`config.mk`:
```
export PLATFORM = sky130hd
export DESIGN_NAME = shift_sequencer
export DESIGN_NICKNAME = d
export VERILOG_FILES = /design/src/rtl/shift_sequencer.sv
export SDC_FILE = /design/constraint.sdc
export NUM_CORES = 1
export LEC_CHECK = 0
export BUFFER_PORTS_ARGS = -buffer_cell sky130_fd_sc_hd__buf_2
export CAP_MARGIN = 20
export CORE_MARGIN = 2
export CORE_UTILIZATION = 40
export CTS_CLUSTER_SIZE = 8
export DETAILED_ROUTE_END_ITERATION = 12
export PLACE_DENSITY_LB_ADDON = 0.25
export SYNTH_ARGS = -nofsm -noshare
export SYNTH_HDL_FRONTEND = slang
export SYNTH_SLANG_ARGS = --single-unit
export TNS_END_PERCENT = 20
```
`constraint.sdc`:
```
create_clock -name clk -period 2.6 [get_ports clk]
set_clock_uncertainty 0.15 [all_clocks]
set_input_delay 0.39 -clock clk [delete_from_list [all_inputs] [get_ports clk]]
set_output_delay 0.39 -clock clk [all_outputs]
set_load 0.05 [all_outputs]
```
`src/rtl/shift_sequencer.sv`:
```
// ARM operand-2 shifter, one bit per clock: LSL/LSR/ASR/ROR and the immediate-rotate form.
// Latency k+1 cycles (max 34) from acceptance to rsp_valid; the response is held in DONE while rsp_ready is low.
module shift_sequencer #(
    parameter int AMT_W = 8
) (
    input  logic             clk,
    input  logic             rst_n,
    input  logic             req_valid,
    output logic             req_ready,
    input  logic [31:0]      operand,
    input  logic [AMT_W-1:0] amount,
    input  logic [1:0]       shift_type,
    input  logic             imm_rot,
    input  logic             cin,
    output logic             rsp_valid,
    input  logic             rsp_ready,
    output logic [31:0]      result,
    output logic             cout,
    output logic             busy
);

    localparam logic [1:0] T_LSL = 2'b00;
    localparam logic [1:0] T_LSR = 2'b01;
    localparam logic [1:0] T_ASR = 2'b10;
    localparam logic [1:0] T_ROR = 2'b11;

    typedef enum logic [1:0] {
        S_IDLE  = 2'd0,
        S_SHIFT = 2'd1,
        S_DONE  = 2'd2
    } state_t;

    state_t      r_state;
    state_t      w_state_nxt;

    logic [31:0] r_work;
    logic        r_cout;
    logic [5:0]  r_cnt;
    logic [1:0]  r_type;

    logic        w_accept;
    logic [1:0]  w_type;
    logic [5:0]  w_k;
    logic        w_cout_init;
    logic [5:0]  w_amt_sat33;
    logic [5:0]  w_amt_sat32;
    logic [31:0] w_step_work;
    logic        w_step_cout;

    assign w_accept = req_valid && req_ready;

    // Saturating the count at 33 (32 for ASR) lets the plain one-bit iteration
    // produce the ARM results for large amounts without any special-case logic.
    always_comb begin
        w_amt_sat33 = amount[5:0];
        w_amt_sat32 = amount[5:0];
        if (amount > AMT_W'(33)) begin
            w_amt_sat33 = 6'd33;
        end
        if (amount > AMT_W'(32)) begin
            w_amt_sat32 = 6'd32;
        end
    end

    always_comb begin
        w_type      = imm_rot ? T_ROR : shift_type;
        w_k         = 6'd0;
        w_cout_init = cin;
        if (imm_rot) begin
            w_k = {1'b0, amount[3:0], 1'b0};
        end else if (amount != '0) begin
            case (shift_type)
                T_LSL, T_LSR: w_k = w_amt_sat33;
                T_ASR:        w_k = w_amt_sat32;
                default: begin
                    w_k = {1'b0, amount[4:0]};
                    // Register ROR by a nonzero multiple of 32: value unchanged, carry = bit 31.
                    if (amount[4:0] == 5'd0) begin
                        w_cout_init = operand[31];
                    end
                end
            endcase
        end
    end

    always_comb begin
        w_step_work = r_work;
        w_step_cout = r_cout;
        case (r_type)
            T_LSL: begin
                w_step_cout = r_work[31];
                w_step_work = {r_work[30:0], 1'b0};
            end
            T_LSR: begin
                w_step_cout = r_work[0];
                w_step_work = {1'b0, r_work[31:1]};
            end
            T_ASR: begin
                w_step_cout = r_work[0];
                w_step_work = {r_work[31], r_work[31:1]};
            end
            default: begin
                w_step_cout = r_work[0];
                w_step_work = {r_work[0], r_work[31:1]};
            end
        endcase
    end

    always_ff @(posedge clk or negedge rst_n) begin
        if (!rst_n) begin
            r_state <= S_IDLE;
        end else begin
            r_state <= w_state_nxt;
        end
    end

    always_comb begin
        w_state_nxt = r_state;
        case (r_state)
            S_IDLE: begin
                if (w_accept) begin
                    w_state_nxt = (w_k != 6'd0) ? S_SHIFT : S_DONE;
                end
            end
            S_SHIFT: begin
                if (r_cnt == 6'd1) begin
                    w_state_nxt = S_DONE;
                end
            end
            S_DONE: begin
                if (rsp_ready) begin
                    w_state_nxt = S_IDLE;
                end
            end
            default: w_state_nxt = S_IDLE;
        endcase
    end

    always_comb begin
        req_ready = (r_state == S_IDLE);
        rsp_valid = (r_state == S_DONE);
        busy      = (r_state == S_SHIFT) || (r_state == S_DONE);
    end

    always_ff @(posedge clk or negedge rst_n) begin
        if (!rst_n) begin
            r_work <= 32'd0;
            r_cout <= 1'b0;
            r_cnt  <= 6'd0;
            r_type <= T_LSL;
        end else if (w_accept) begin
            r_work <= operand;
            r_cout <= w_cout_init;
            r_cnt  <= w_k;
            r_type <= w_type;
        end else if (r_state == S_SHIFT) begin
            r_work <= w_step_work;
            r_cout <= w_step_cout;
            r_cnt  <= r_cnt - 6'd1;
        end
    end

    assign result = r_work;
    assign cout   = r_cout;

endmodule
```
==> impl_metrics.ini, run 1 <==
[yosys]
synthXorXnorAreaFrac_pct = 1.665
syn_avg_cell_area_sq_um = 7.668
synth_area_leader_cell = dfrtp_1
synth_cells = 343
synth_cell_types = 40
syn_area_sq_um = 2630
synth_area_leaders = dfrtp_1 41%, o21ai_0 14%, a21oi_1 12%
ys_async_sr_fraction_pct = 100.0
synth_compound_area_share_pct = 32.83
synthMuxAreaShare_pct = 1.189
synth.net_count = 396
synthAdderAreaFrac_pct = 2.379
synth.top_cell.area_share_pct = 40.91
synth-edff-count = 0
ys_warn_count = 0
synth.most_common_cell = nand2_1
synth_top_family_by_area = compound AO/OA/AOI/OAI gates
synth_common_cells = 74 x nand2_1, 71 x o21ai_0, 65 x a21oi_1
synthSimpleGateAreaFrac_pct = 16.32
ys_ff_latch = 43
ys_seq_area_share_pct = 40.91
yosys_most_used_dff = dfrtp_1

[global_routing]
grt_pass1_vias = 2398
gr-total-overflow = 0
grt_pass1_wl_um = 11210
grt_max_degree = 44
antenna_found_initial = 0
grt_use_total_pct = 18.85

[clock_tree]
path_clk_slew_ps = 90
clkLatencyLatePin_ps = 290
clock_path_buffers = 2
cts_buffers = 5
hold_buffers = 0
post_cts_resized = 0
clock_sinks = 43
htree_levels = 2
cts_tree = done
cts_root_buf = clkbuf_8
postCtsSetupBuffers = 0

[detailed_routing]
first_pass_iters = 4
routed_via_density = 5.498
antenna_left = 0
drc = 0
drt-initial-drc-count = 189
drt_wl_total_um = 6869
avgRoutedWirePerCell_um = 13.85
via_count = 2727

[power_and_ir_drop]
power.density_nw_per_um2 = 1420
leakagePower_uw = 0.001449
ir_drop_mv = 0.8206

[critical_path]
path_cells = inv_1, ha_1, and2_2, buf_4, o21ai_0
slowest_delay_ps = 520
slowest_stage = and2_2
cp.arrival_ps = 2030
cp-start-kind = flip-flop
critPathCaptureType = flip-flop
critPathRequiredTime_ps = 2610
critical_path_class = reg2reg
worst-path-max-fanout = 29

[timing]
period_minus_slack_ps = 2016
worst_pin_slew_ps = 548.6
finalCritPeriodShare_pct = 77.54
slew-limit-headroom_pct = 63.43
final_hold_viol_count = 0
finalMaxSlewViolations = 0
fmax_mhz = 496.0
setup_violations = 0
fin_setup_tns_ps = 0
rsz0062_at_grt = no

[floorplan]
dieHeight_um = 85.09
fp.dieArea_sq_um = 7239
start_util_pct = 41.42
die_x_um = 85.09
std_cell_rows = 29
core_sq_um = 6350
io_pins = 84

[status]
outcome = finished clean

[flow_run]
cap_violations = 0

[final_layout]
syn_to_final_growth_pct = 22.69
antennaDiodeCount = 0
layout.cells.non_filler = 496
num-nets-final = 471
drive_gt1_share_pct = 26.49

[placed_design]
globalplace.congestion = 0.8311
dp_cells = 488
port_buffers = 83
hpwl_um = 4948

[min_path]
hold_class = in2async
[where the power goes]
group	internal, uW	switching [uW]	total (uW)
combinational	788	2000	2780
sequential	993	331	1320
clock	243	231	474
total	2020	2560	4580
[cells by family (layout without fill, tap and decap cells)]
group | count (synthesis) | after routing
compound gates | 156 | 156
fa+ha+maj | 5 | 5
buf+inv | 33 | 109
flops | 43 | 43
simple gates | 98 | 98
mux | 3 | 3
xor+xnor | 5 | 5
[state kept, by name, indices dropped and copies added, names as in the netlist]
| signal | flops |
|---|---|
| result | 32 |
| r_cnt | 6 |
| r_state | 2 |
| r_type | 2 |
| cout | 1 |
[layout make-up]
cell class,count,area (sq um)
well taps,77,96.34
flip-flops and latches,43,1076
multi-input cells,267,1434
inverters,8,30.03
clock buffers,8,100.1
fillers,645,3123
repair buffers,93,490.5
[metrics by stage]
step / util, % / area (sq um) / hold slack, ps / power (uW) / setup WS (ps)
2_1_floorplan: - / 2630 / -55.59 / 3421 / 487.6
3_3_place_gp: 49.24 / 3127 / 351.3 / 4070 / 509.7
3_5_place_dp: 49.24 / 3127 / 356.7 / 4130 / 440.0
4_1_cts: 50.82 / 3227 / 37.39 / 4616 / 560.2
5_1_grt: 50.82 / 3227 / 50.11 / 4943 / 395.1
6_report: 50.82 / 3227 / 11.75 / 4581 / 583.9
[worst paths after layout]
| kind | from | endpoint | slack [ps] | depth (start not counted) |
|---|---|---|---|---|
| min reg2reg | cout | cout | 400 | 2 |
| max reg2reg | r_state[0] | result[11] | 580 | 5 |
| min in group clk | operand[21] | result[21] | 140 | 3 |
| max | r_state[0] | result[11] | 580 | 5 |
| max in group asynchronous | rst_n | r_type[0] | 1910 | 2 |
| min | rst_n | result[25] | 10 | 2 |
[metal layers]
metal  wire [um]  part of all wire, %  vias to the layer above  global-route usage [%]
li1            -                    -                     1361                       -
met1        3075                   45                     1269                   25.43
met2        3329                   48                       85                   31.11
met3         367                  5.3                       12                   2.918
met4          97                  1.4                        0                   6.061
met5           0                    0                        -                       0
[critical path: cells and delay by family, from the launching register on]
kind,cells,cell delay [ps]
simple gates,1,520
flops,1,410
buf+inv,2,400
fa+ha+maj,1,270
compound gates,1,140
[layout by cell type (no fill, tap or decap), drive strengths merged, types with 3 or more instances in the layout]
master / count
dfrtp: 43
clkbuf: 8
inv: 8
ha: 5
nand2: 74
a21oi: 65
nor2: 7
nor3: 4
nand3: 3
o21ai: 71
a221oi: 3
buf: 93
xnor2: 4
Power figures use the tool's default switching activity.
==> run 2: changes to the inputs <==
Clock period 2.6 ns to 1.6 ns, I/O delays scaled along.
==> impl_metrics.ini, run 2 (synthesis results as in run 1) <==
[power_and_ir_drop]
power.density_nw_per_um2 = 2099
ir_drop_mv = 1.761
leakagePower_uw = 0.001759

[clock_tree]
cts_root_buf = clkbuf_8
path_clk_slew_ps = 80
cts_buffers = 5
clkLatencyLatePin_ps = 300
clock_sinks = 43
cts_tree = done
clock_path_buffers = 2
htree_levels = 2

[floorplan]
io_pins = 84
dieHeight_um = 85.09
start_util_pct = 41.42
die_x_um = 85.09
std_cell_rows = 29
core_sq_um = 6350
fp.dieArea_sq_um = 7239

[detailed_routing]
routed_via_density = 5.333
via_count = 2944
antenna_left = 0
drt_wl_total_um = 7730
drc = 0
first_pass_iters = 4
avgRoutedWirePerCell_um = 14.00
drt-initial-drc-count = 180

[global_routing]
gr-total-overflow = 0
grt_pass1_vias = 2765
antenna_found_initial = 0
grt_pass1_wl_um = 12680
grt_max_degree = 47
grt_use_total_pct = 21.58

[status]
outcome = complete, but fails checks
violations = negative setup slack

[timing]
finalMaxSlewViolations = 0
rsz0062_at_grt = yes
setup_violations = 3
finalCritPeriodShare_pct = 102.5
worst_pin_slew_ps = 398.4
holdWs_ps = 3.989
fmax_mhz = 609.6
worst_slack_ps = -40.48
period_minus_slack_ps = 1640
final_hold_viol_count = 0
fin_setup_tns_ps = -55.88
slew-limit-headroom_pct = 73.32

[critical_path]
cp-start-kind = input port
cp_top_family = simple AND/OR/NAND/NOR gates
path_cells = buf_8, or4_4, nor3b_4, nor4_4, a221oi_2, a21oi_1
worst-path-max-fanout = 3
critPathRequiredTime_ps = 1630
critical_path_class = in2reg
cp_num_buf_inv = 1
critPathCaptureType = flip-flop
cp.arrival_ps = 1670
slowest_stage = or4_4
slowest_delay_ps = 570

[placed_design]
hpwl_um = 5193
globalplace.congestion = 0.9099
port_buffers = 83

[flow_run]
cap_violations = 0

[final_layout]
most-common-layout-cells = 78 x buf_2, 73 x nand2_1, 66 x o21ai_0
syn_to_final_growth_pct = 49.62
antennaDiodeCount = 0
drive_gt1_share_pct = 33.68
num-nets-final = 527
largest_reg_flops = 32
final_common_cell = buf_2

[min_path]
hold_class = in2reg
-- run 2: cell types whose count changed in the layout (fill, tap and decap cells not counted), moves of 4 or more --
cell	change
dlygate4sd3_1	+24
buf_4	+26
o21ai_0	-5
o21ai_1	+5
buf_12	+4
buf_2	-5
buf_6	+4
-- run 2: cell type report --
type                            count  area [sq um]
Inverter                            8         32.53
Timing Repair Buffer              149          1071
Sequential cell                    43          1076
Tap cell                           77         96.34
Multi-Input combinational cell    267          1559
Fill cell                         574          2415
Clock buffer                        8         100.1
-- run 2: repair_timing --
action | in CTS | in global routing
setup buffers | 1 | 3
endpoints found under the setup margin | 21 | 37
gates resized for setup | 15 | 23
hold buffers | 24 | 0
endpoints found under the hold margin | 66 | 0
pin swaps | 4 | 13
-- run 2: path summary, 6_finish.rpt --
path                              from         end  depth (start not counted)  slack (ps)
max                          amount[4]    r_cnt[4]                          6         -40
min                        operand[18]  result[18]                          3           4
max reg2reg                 r_state[1]  r_state[0]                          6         -10
min reg2reg                       cout        cout                          2         440
max in group asynchronous        rst_n    r_cnt[5]                          3         800
min in group asynchronous        rst_n  result[25]                          3         300
-- run 2: tightest hold or removal path, stage by stage --
cell     delay, ps
buf_2           80
nand2_1         40
o21ai_0         60
-- run 2: where the power goes --
group          internal (uW)  switching, uW  total (uW)
Clock                    395            386         781
Sequential              1610            537        2150
Combinational           1850           3480        5330
-- run 2: metal layers --
metal	share of wire (%)	vias to the layer above	routed length (um)	track usage [%]
li1	-	1475	-	-
met1	43	1349	3354	27.81
met2	48	101	3749	36.22
met3	5.1	19	396	3.405
met4	3.0	0	231	8.658
met5	0	-	0	0
-- run 2: stage by stage --
step                      std cells  setup slack (ps)  area, sq um  power [uW]  util (%)
after floorplan                 343            -78.36         2683        5718         -
after global placement          516            -289.0         3417        6993     53.81
after detailed placement        516            -356.5         3417        7107     53.81
after CTS                       549            -18.61         3824        8121     60.22
after global routing            552            -118.0         3935        8875     61.97
final                           552            -40.48         3935        8261     61.97
==> run 3: changes to the inputs <==
Clock period 1.6 ns to 1.8 ns, I/O delays scaled along.
==> impl_metrics.ini, run 3 (synthesis results as in run 1) <==
[status]
outcome = finished clean

[placed_design]
globalplace.congestion = 0.9082
port_buffers = 83
dp_cells = 503
place_area_sq_um = 3321
hpwl_um = 5023

[clock_tree]
cts_buffers = 5
cts_tree = done
clock_path_buffers = 2
postCtsSetupBuffers = 0
clock_sinks = 43
path_clk_slew_ps = 80
clkLatencyLatePin_ps = 290
htree_levels = 2
cts_root_buf = clkbuf_8

[critical_path]
critical_path_class = reg2out
cp-start-kind = flip-flop
critPathRequiredTime_ps = 1380
cp.arrival_ps = 1310
worst-path-max-fanout = 3
crit_path_start = r_state[0]
rr_startpoint = r_state[1]
critPathCaptureType = output pin

[timing]
worst_pin_slew_ps = 454.3
slew-limit-headroom_pct = 69.64
final_hold_viol_count = 0
period_minus_slack_ps = 1732
rsz0062_at_grt = no
setup_violations = 0
fin_setup_tns_ps = 0
finalMaxSlewViolations = 0
finalCritPeriodShare_pct = 96.20
fmax_mhz = 577.5

[final_layout]
num-nets-final = 487
drive_gt1_share_pct = 30.11
syn_to_final_growth_pct = 30.97
antennaDiodeCount = 0
layout.cells.non_filler = 512
final_common_cell = buf_2
fin_util_pct = 54.25
fillCellCount = 622
largest_reg_flops = 32
finish.instance_area_sq_um = 3445
most-common-layout-cells = 81 x buf_2, 74 x nand2_1, 71 x o21ai_0

[global_routing]
grt_pass1_wl_um = 11450
grt_max_degree = 44
grt_pass1_vias = 2481
antenna_found_initial = 0
gr-total-overflow = 0
grt_use_total_pct = 19.34

[detailed_routing]
avgRoutedWirePerCell_um = 13.60
first_pass_iters = 4
drc = 0
drt-initial-drc-count = 181
drt_wl_total_um = 6964
antenna_left = 0
routed_via_density = 5.449
via_count = 2790

[flow_run]
cap_violations = 0

[floorplan]
dieHeight_um = 85.09
fp.dieArea_sq_um = 7239
std_cell_rows = 29
die_x_um = 85.09
start_util_pct = 41.42
core_sq_um = 6350
io_pins = 84

[min_path]
holdCritStartpoint = operand[2]
hold_class = in2reg

[power_and_ir_drop]
leakagePower_uw = 0.001541
power.density_nw_per_um2 = 1995
ir_drop_mv = 1.397
total_power_uw = 6871
## run 3: cell types whose count changed in the layout (fill, tap and decap cells not counted), sizes merged
cell         change
buf             -19
clkbuf           +1
dlygate4sd3     -23
clkinv           +1
## run 3: power breakdown
group	switching (uW)	internal (uW)	leakage, uW	total (uW)
registers	471	1440	0.000533	1910
clock network	334	273	0.0000422	607
logic	2970	1390	0.000966	4360
## run 3: layer usage
metal	track usage (%)	share of wire, %	wire length [um]
met3	3.599	5.0	350
met2	32.39	48	3374
met5	0	0	0
met4	6.061	1.3	93
met1	25.37	45	3145
## run 3: per-stage QoR
step	setup slack [ps]	hold WS, ps
4_1_cts	34.09	15.78
6_report	68.36	21.61
5_1_grt	8.326	17.50
3_5_place_dp	-163.8	119.7
2_1_floorplan	-3.904	-175.6
3_3_place_gp	-112.8	115.2
## run 3: worst paths after layout
kind	end	slack, ps	depth (start not counted)
worst max register to register	r_state[1]	150	7
max in group asynchronous	r_state[0]	940	3
worst min register to register	cout	430	2
min in group asynchronous	result[23]	320	3
worst min-delay path	result[2]	20	3
worst max-delay path	busy	70	3
## run 3: cell type report
| cell class | count | area (sq um) | share of cell area (%) |
|---|---|---|---|
| inverter | 8 | 30.03 | 0.8718 |
| clock inverter | 1 | 5.005 | 0.1453 |
| sequential | 43 | 1077 | 31.27 |
| clock buffer | 7 | 76.32 | 2.216 |
| timing repair buffer | 109 | 680.7 | 19.76 |
| tap | 77 | 96.34 | 2.797 |
| multi-input combinational | 267 | 1479 | 42.94 |
## run 3: worst max-delay path: stages, from the launching register on
cell,delay (ps)
dfrtp_2,420
inv_1,100
ha_4,260
buf_2,240
## run 3: repair_timing
item,CTS,global route
pin swaps,0,0
hold buffers,1,0
hold endpoints to repair,43,0
endpoints found under the setup margin,2,12
resized for setup,1,7
